--- src/rtl/vga_host_ctrl.sv ---
// Host-bus bridge between an asynchronous 8-bit host port and a 16-bit VRAM request interface.
// Optional interrupt support is compiled in with the VGA_HOST_IRQ_EN macro.
module vga_host_ctrl #(
  parameter int ADDR_W      = 16,
  parameter int SYNC_STAGES = 2,
  parameter int INC_STEP    = 1
) (
  input  logic              clk,
  input  logic              rst,
  input  logic              nrd,
  input  logic              nwr,
  input  logic              ncs,
  input  logic [3:0]        ext_address,
  input  logic [7:0]        ext_data_in,
  output logic [7:0]        ext_data_out,
  output logic              int_req,
  input  logic              int_ack,
  output logic [1:0]        int_cmd,
  output logic [ADDR_W-1:0] int_address,
  output logic [15:0]       int_data_out,
  input  logic [15:0]       int_data_in,
  output logic              wait_sig,
  output logic              int_sig
);

  localparam int NB   = (ADDR_W + 7) / 8;
  localparam int PADW = NB * 8;
  localparam logic [1:0]        PTR_LAST = 2'(NB - 1);
  localparam logic [ADDR_W-1:0] STEP     = ADDR_W'(INC_STEP);
  localparam logic [1:0] CMD_NONE = 2'd0;
  localparam logic [1:0] CMD_RD   = 2'd1;
  localparam logic [1:0] CMD_WR   = 2'd2;
  localparam logic [1:0] CMD_CLR  = 2'd3;

  typedef enum logic [1:0] {IDLE = 2'd0, REQ = 2'd1, PEND = 2'd2} state_t;

  state_t              state;
  logic [SYNC_STAGES-1:0] rd_sync, wr_sync, cs_sync;
  logic                rd_prev, wr_prev;
  logic [ADDR_W-1:0]   addr;
  logic [1:0]          ptr;
  logic [7:0]          def_col, last_col;
  logic                pend_vld;
  logic [1:0]          pend_cmd;
  logic [7:0]          pend_data;
  logic [1:0]          irq_en;
  logic                irq_pend;

  logic                rd_fall, wr_fall, acc, is_rd, clr_acc, req_acc, busy;
  logic [1:0]          acc_cmd;
  logic [PADW-1:0]     addr_pad, addr_ins;
  logic [7:0]          addr_byte, rd_byte;

  // strobe synchronisers plus one extra stage for edge detection
  always_ff @(posedge clk) begin
    if (rst) begin
      rd_sync <= '1;
      wr_sync <= '1;
      cs_sync <= '1;
      rd_prev <= 1'b1;
      wr_prev <= 1'b1;
    end else begin
      rd_sync <= {rd_sync[SYNC_STAGES-2:0], nrd};
      wr_sync <= {wr_sync[SYNC_STAGES-2:0], nwr};
      cs_sync <= {cs_sync[SYNC_STAGES-2:0], ncs};
      rd_prev <= rd_sync[SYNC_STAGES-1];
      wr_prev <= wr_sync[SYNC_STAGES-1];
    end
  end

  // access decode: exactly one strobe falling with chip select low
  always_comb begin
    rd_fall = rd_prev & ~rd_sync[SYNC_STAGES-1];
    wr_fall = wr_prev & ~wr_sync[SYNC_STAGES-1];
    acc     = (rd_fall ^ wr_fall) & ~cs_sync[SYNC_STAGES-1];
    is_rd   = rd_fall;
    busy    = (state != IDLE);
    clr_acc = acc && !is_rd && (ext_address == 4'd0) && (ext_data_in == 8'h80);
    req_acc = clr_acc || (acc && (ext_address == 4'd2));
    if (clr_acc) begin
      acc_cmd = CMD_CLR;
    end else if (is_rd) begin
      acc_cmd = CMD_RD;
    end else begin
      acc_cmd = CMD_WR;
    end
  end

  // byte-lane view of the address register and host readback mux
  always_comb begin
    addr_pad = '0;
    addr_pad[ADDR_W-1:0] = addr;
    addr_ins  = addr_pad;
    addr_byte = 8'h00;
    for (int i = 0; i < NB; i++) begin
      addr_ins[i*8 +: 8] = (ptr == 2'(i)) ? ext_data_in : addr_pad[i*8 +: 8];
      addr_byte = (ptr == 2'(i)) ? addr_pad[i*8 +: 8] : addr_byte;
    end
    case (ext_address)
      4'd0:    rd_byte = {busy, irq_pend, 6'b000000};
      4'd1:    rd_byte = addr_byte;
      4'd3:    rd_byte = def_col;
      4'd4:    rd_byte = last_col;
      4'd5:    rd_byte = {6'b000000, irq_en};
      default: rd_byte = 8'h00;
    endcase
  end

  // register file, pending slot and request FSM
  always_ff @(posedge clk) begin
    if (rst) begin
      state        <= IDLE;
      int_req      <= 1'b0;
      int_cmd      <= CMD_NONE;
      int_address  <= '0;
      int_data_out <= 16'h0000;
      ext_data_out <= 8'h00;
      wait_sig     <= 1'b0;
      addr         <= '0;
      ptr          <= 2'd0;
      def_col      <= 8'h70;
      last_col     <= 8'h00;
      pend_vld     <= 1'b0;
      pend_cmd     <= CMD_NONE;
      pend_data    <= 8'h00;
    end else begin
      if (acc) begin
        if (ext_address == 4'd1) begin
          ptr <= (ptr == PTR_LAST) ? 2'd0 : ptr + 2'd1;
        end else begin
          ptr <= 2'd0;
        end
        if (is_rd) begin
          case (ext_address)
            4'd0, 4'd1, 4'd3, 4'd4, 4'd5: ext_data_out <= rd_byte;
            default: ;
          endcase
        end else begin
          case (ext_address)
            4'd1:    addr    <= addr_ins[ADDR_W-1:0];
            4'd3:    def_col <= ext_data_in;
            default: ;
          endcase
        end
      end
      // a memory access arriving while busy parks in the single pending slot
      if (req_acc && busy && !pend_vld) begin
        pend_vld  <= 1'b1;
        pend_cmd  <= acc_cmd;
        pend_data <= ext_data_in;
        wait_sig  <= 1'b1;
      end
      case (state)
        IDLE: begin
          if (req_acc) begin
            state        <= REQ;
            int_req      <= 1'b1;
            int_cmd      <= acc_cmd;
            int_address  <= clr_acc ? '0 : addr;
            int_data_out <= (acc_cmd == CMD_WR) ? {def_col, ext_data_in} : 16'h0000;
          end
        end
        REQ: begin
          if (int_ack) begin
            int_req <= 1'b0;
            int_cmd <= CMD_NONE;
            case (int_cmd)
              CMD_RD: begin
                ext_data_out <= int_data_in[7:0];
                last_col     <= int_data_in[15:8];
                addr         <= addr + STEP;
              end
              CMD_WR:  addr <= addr + STEP;
              CMD_CLR: addr <= '0;
              default: ;
            endcase
            state <= (pend_vld || req_acc) ? PEND : IDLE;
          end
        end
        PEND: begin
          state        <= REQ;
          int_req      <= 1'b1;
          int_cmd      <= pend_cmd;
          int_address  <= (pend_cmd == CMD_CLR) ? '0 : addr;
          int_data_out <= (pend_cmd == CMD_WR) ? {def_col, pend_data} : 16'h0000;
          pend_vld     <= 1'b0;
          wait_sig     <= 1'b0;
        end
        default: state <= IDLE;
      endcase
    end
  end

`ifdef VGA_HOST_IRQ_EN
  logic done_clr, done_dat, irq_wr;
  assign done_clr = (state == REQ) && int_ack && (int_cmd == CMD_CLR);
  assign done_dat = (state == REQ) && int_ack && ((int_cmd == CMD_RD) || (int_cmd == CMD_WR));
  assign irq_wr   = acc && !is_rd && (ext_address == 4'd5);

  // completion interrupts; a clear request from the host wins over a same-cycle event
  always_ff @(posedge clk) begin
    if (rst) begin
      irq_en   <= 2'b00;
      irq_pend <= 1'b0;
      int_sig  <= 1'b0;
    end else begin
      if ((done_clr && irq_en[0]) || (done_dat && irq_en[1])) begin
        irq_pend <= 1'b1;
        int_sig  <= 1'b1;
      end
      if (irq_wr) begin
        irq_en <= ext_data_in[1:0];
        if (ext_data_in[7]) begin
          irq_pend <= 1'b0;
          int_sig  <= 1'b0;
        end
      end
    end
  end
`else
  assign irq_en   = 2'b00;
  assign irq_pend = 1'b0;
  assign int_sig  = 1'b0;
`endif

endmodule

--- config.mk ---
export PLATFORM = sky130hd
export DESIGN_NAME = vga_host_ctrl
export DESIGN_NICKNAME = d
export VERILOG_FILES = /design/src/rtl/vga_host_ctrl.sv
export SDC_FILE = /design/constraint.sdc
export NUM_CORES = 1
export LEC_CHECK = 0
export ABC_AREA = 1
export CORE_UTILIZATION = 58
export CTS_CLUSTER_SIZE = 25
export DETAILED_ROUTE_END_ITERATION = 6
export GPL_TIMING_DRIVEN = 0
export PLACE_DENSITY = 0.86
export SYNTH_ARGS = -nofsm -noshare
export SYNTH_HDL_FRONTEND = slang
export SYNTH_SLANG_ARGS = --single-unit
--- constraint.sdc ---
create_clock -name clk -period 2.3 [get_ports clk]
set_input_delay 0.46 -clock clk [delete_from_list [all_inputs] [get_ports clk]]
set_output_delay 0.46 -clock clk [all_outputs]
set_load 0.01 [all_outputs]
==> results of run 1 <==
## stage by stage
step / utilization [%] / setup TNS [ps] / area [um2] / power, mW / hold WS (ps)
6_report: 72.8 / 0 / 5950 / 3.07 / 418
3_3_place_gp: 70.6 / -3630 / 5780 / 2.02 / 391
2_1_floorplan: - / 0 / 4870 / 1.90 / 389
5_1_grt: 72.8 / 0 / 5950 / 3.16 / 434
3_5_place_dp: 70.6 / -3450 / 5780 / 2.03 / 397
4_1_cts: 72.8 / 0 / 5950 / 3.06 / 420
## placed cells by master, fill, tap and decap left out, types with 4 or more instances in the layout
cell type          n
clkbuf_1          17
inv_2              4
nor2_2             6
clkdlybuf4s50_1   77
nor3_1             5
nand3_1           63
nor2_1            99
o21ai_0           87
or2_2              6
inv_1             60
nand2_2            7
clkbuf_8          10
ha_1               7
dfxtp_1           98
buf_2              9
a21oi_1           82
nand4_1            4
nand2_1          150
## worst max-delay path, delay by kind of cell
family | cells | cell delay [ps]
and+or+nand+nor | 9 | 1060
buffers and inverters | 3 | 860
## per-layer routing
metal / up-vias / wire length (um) / GRT usage, %
li1: 2568 / - / -
met2: 274 / 6920 / 58.1
met3: 61 / 1210 / 5.91
met5: - / 0 / 0
met1: 2395 / 5780 / 42.3
met4: 0 / 561 / 15.4
## registers in the layout, indices dropped and copies added, names as in the netlist, 8 cells and up
name,flops
pend_data,8
ext_data_out,8
int_data_out,16
addr,16
int_address,16
def_col,8
last_col,8
## power groups by stage
stage          combinational, mW  clock, mW  sequential, mW
6_report                   0.280       1.07            1.72
5_1_grt                    0.302       1.14            1.72
4_1_cts                    0.272       1.06            1.72
3_5_place_dp               0.269          0            1.76
3_3_place_gp               0.264          0            1.76
2_1_floorplan              0.135          0            1.76
## logic make-up after synthesis
kind of cell,count (synthesis),share of synthesized area [%]
AO/OA/AOI/OAI,181,19.0
adder cells (fa/ha/maj),7,1.80
buffers and inverters,97,8.16
other,1,0.0769
flip-flops,98,40.3
AND/OR/NAND/NOR,347,30.7
## synth_stat cells, types with 5 or more instances
cell type and instances:
a21oi_1 82, buf_2 9, clkbuf_1 16, dfxtp_1 98, ha_1 7, inv_1 60, nand2_1 150, nand2_2 7
nand3_1 63, nor2_1 99, nor2_2 6, nor3_1 5, o21ai_0 87, or2_2 6
## final cells by class
class | count | area (um2)
clock inverters | 5 | 37.5
repair buffers | 77 | 771
multi-input cells | 536 | 2510
plain buffers | 32 | 154
clock buffers | 11 | 141
inverters | 65 | 244
flip-flops and latches | 98 | 1960
well taps | 105 | 131
fillers | 679 | 2220
## final timing paths
check             depth (start not counted)  slack, ps               to            from
hold reg to reg                           1        420       cs_sync[1]      cs_sync[0]
hold / removal                            1        420       cs_sync[1]      cs_sync[0]
setup / recovery                         12        160  int_data_out[8]  ext_data_in[4]
setup reg to reg                          9        260   int_address[6]        state[0]
==> out/metrics.csv, run 1 <==
metric,value,unit
Synth Flop Type,dfxtp_1,
cell taking the most area after synthesis,dfxtp_1,
Vias,5298,
Nets,860,
clock tree buffer depth,2,
"Setup Fix Bufs, Post-CTS",0,
highest ir drop seen on vdd,0.000359,V
final setup fails,0,
DRT iter0 DRCs,484,
1st-pass router iterations,5,
TritonCTS clock tree,done,
Ys Warns,0,
Worst Setup End Kind,flip-flop,
crit-path cells,clkdlybuf4s50_1 > nor2_1 > nand3_1 > nor2_1 > nand2_2 > nand2_4 > nand2_2 > nand2_4 > inv_2 > buf_2 > nor2_1 > nor2_1,
Crit Path Max Fanout,10,
Relative slew margins,58.4,%
switching part of the total,26.5,%
sequential area share after synthesis,40.3,%
I/O Pins,79,
DRC,0,
dpl ws,-150,ps
Max Clk Rate,467,MHz
Die H,93.7,um
non-filler instance count after layout,929,
Min-Delay Path Class,flip-flop to flip-flop,
Clock power frac,34.8,%
"flops & latches, synth",98,
post_cts resized,0,
Root Buffer,clkbuf_8,
Worst Setup Start Kind,input port,
initial antenna violation count,0,
Worst-Skew Late Latency,370,ps
clock buffer count from CTS,9,
initial core utilization,59.6,%
ys async rst share,0,%
vias in the first global route,4938,
die width,93.7,um
I/O Buffers,77,
hpwl dp,11.0,mm
"Slew Viols, Final",0,
Leak,2.40,nW
antenna cells,0,
placed cells,913,
"Arr. time, crit path",2410,ps
Final ANT Viol Nets,0,
net count after synthesis,772,
worst setup margin,158,ps
status,completed,
Critical Path RT,2570,ps
crit path kind,input port to flip-flop,
Final min period,2140,ps
fin crit share,93.1,%
unrepaired setup endpoints after global routing,false,
worst-margin pin slew,622,ps
Worst path slowest cell,clkdlybuf4s50_1,
Post-Synthesis Cells,731,
Total Routing Usage GR,34.2,%
Sequential Power Share,56.1,%
placement row count,33,
Sw Pwr,0.814,mW
largest net degree at the start of global routing,17,
Setup Skew,9.53,ps
CP max stage delay,610,ps
crit-path most repeated cell,nor2_1,
drt total wl,14.5,mm
# clock sinks,98,
via/cell ratio,5.70,
hold buffer count at CTS,0,
Core Area,8180,um2
wire per inst,15.6,um
Comb pwr share,9.1,%
cell area after synthesis,4870,um2
P&R area growth vs syn,22.2,%
first-pass GRT wire length,23.2,mm
Synth top area share,40.3,%
Die ar.,8770,um2
Int Pwr,2.25,mW
Post-synth EDFFs,0,
MaxCap Viol Count,0,
Clock transition at path regs,100,ps
H-tree levels,3,
GP Congestion,0.961,
pwr dens,515,nW/um2
final count of hold timing violations,0,
share of layout cells above drive strength 1,7.16,%
Yosys cell types,32,
"top cells by area, synth","dfxtp_1 40%, nand2_1 12%, o21ai_0 8.9%",
syn avg cell area,6.67,um2
global route total overflow,0,
Note: power is estimated with default switching activity, not from simulation.
==> run 2: changes to the inputs <==
--- a/config.mk
+++ b/config.mk
@@ -14,3 +14,4 @@
 export SYNTH_ARGS = -nofsm -noshare
 export SYNTH_HDL_FRONTEND = slang
 export SYNTH_SLANG_ARGS = --single-unit
+export TNS_END_PERCENT = 100
==> results of run 2 <==
Same layout as run 1: the final DEF is identical, and so are final timing and power.
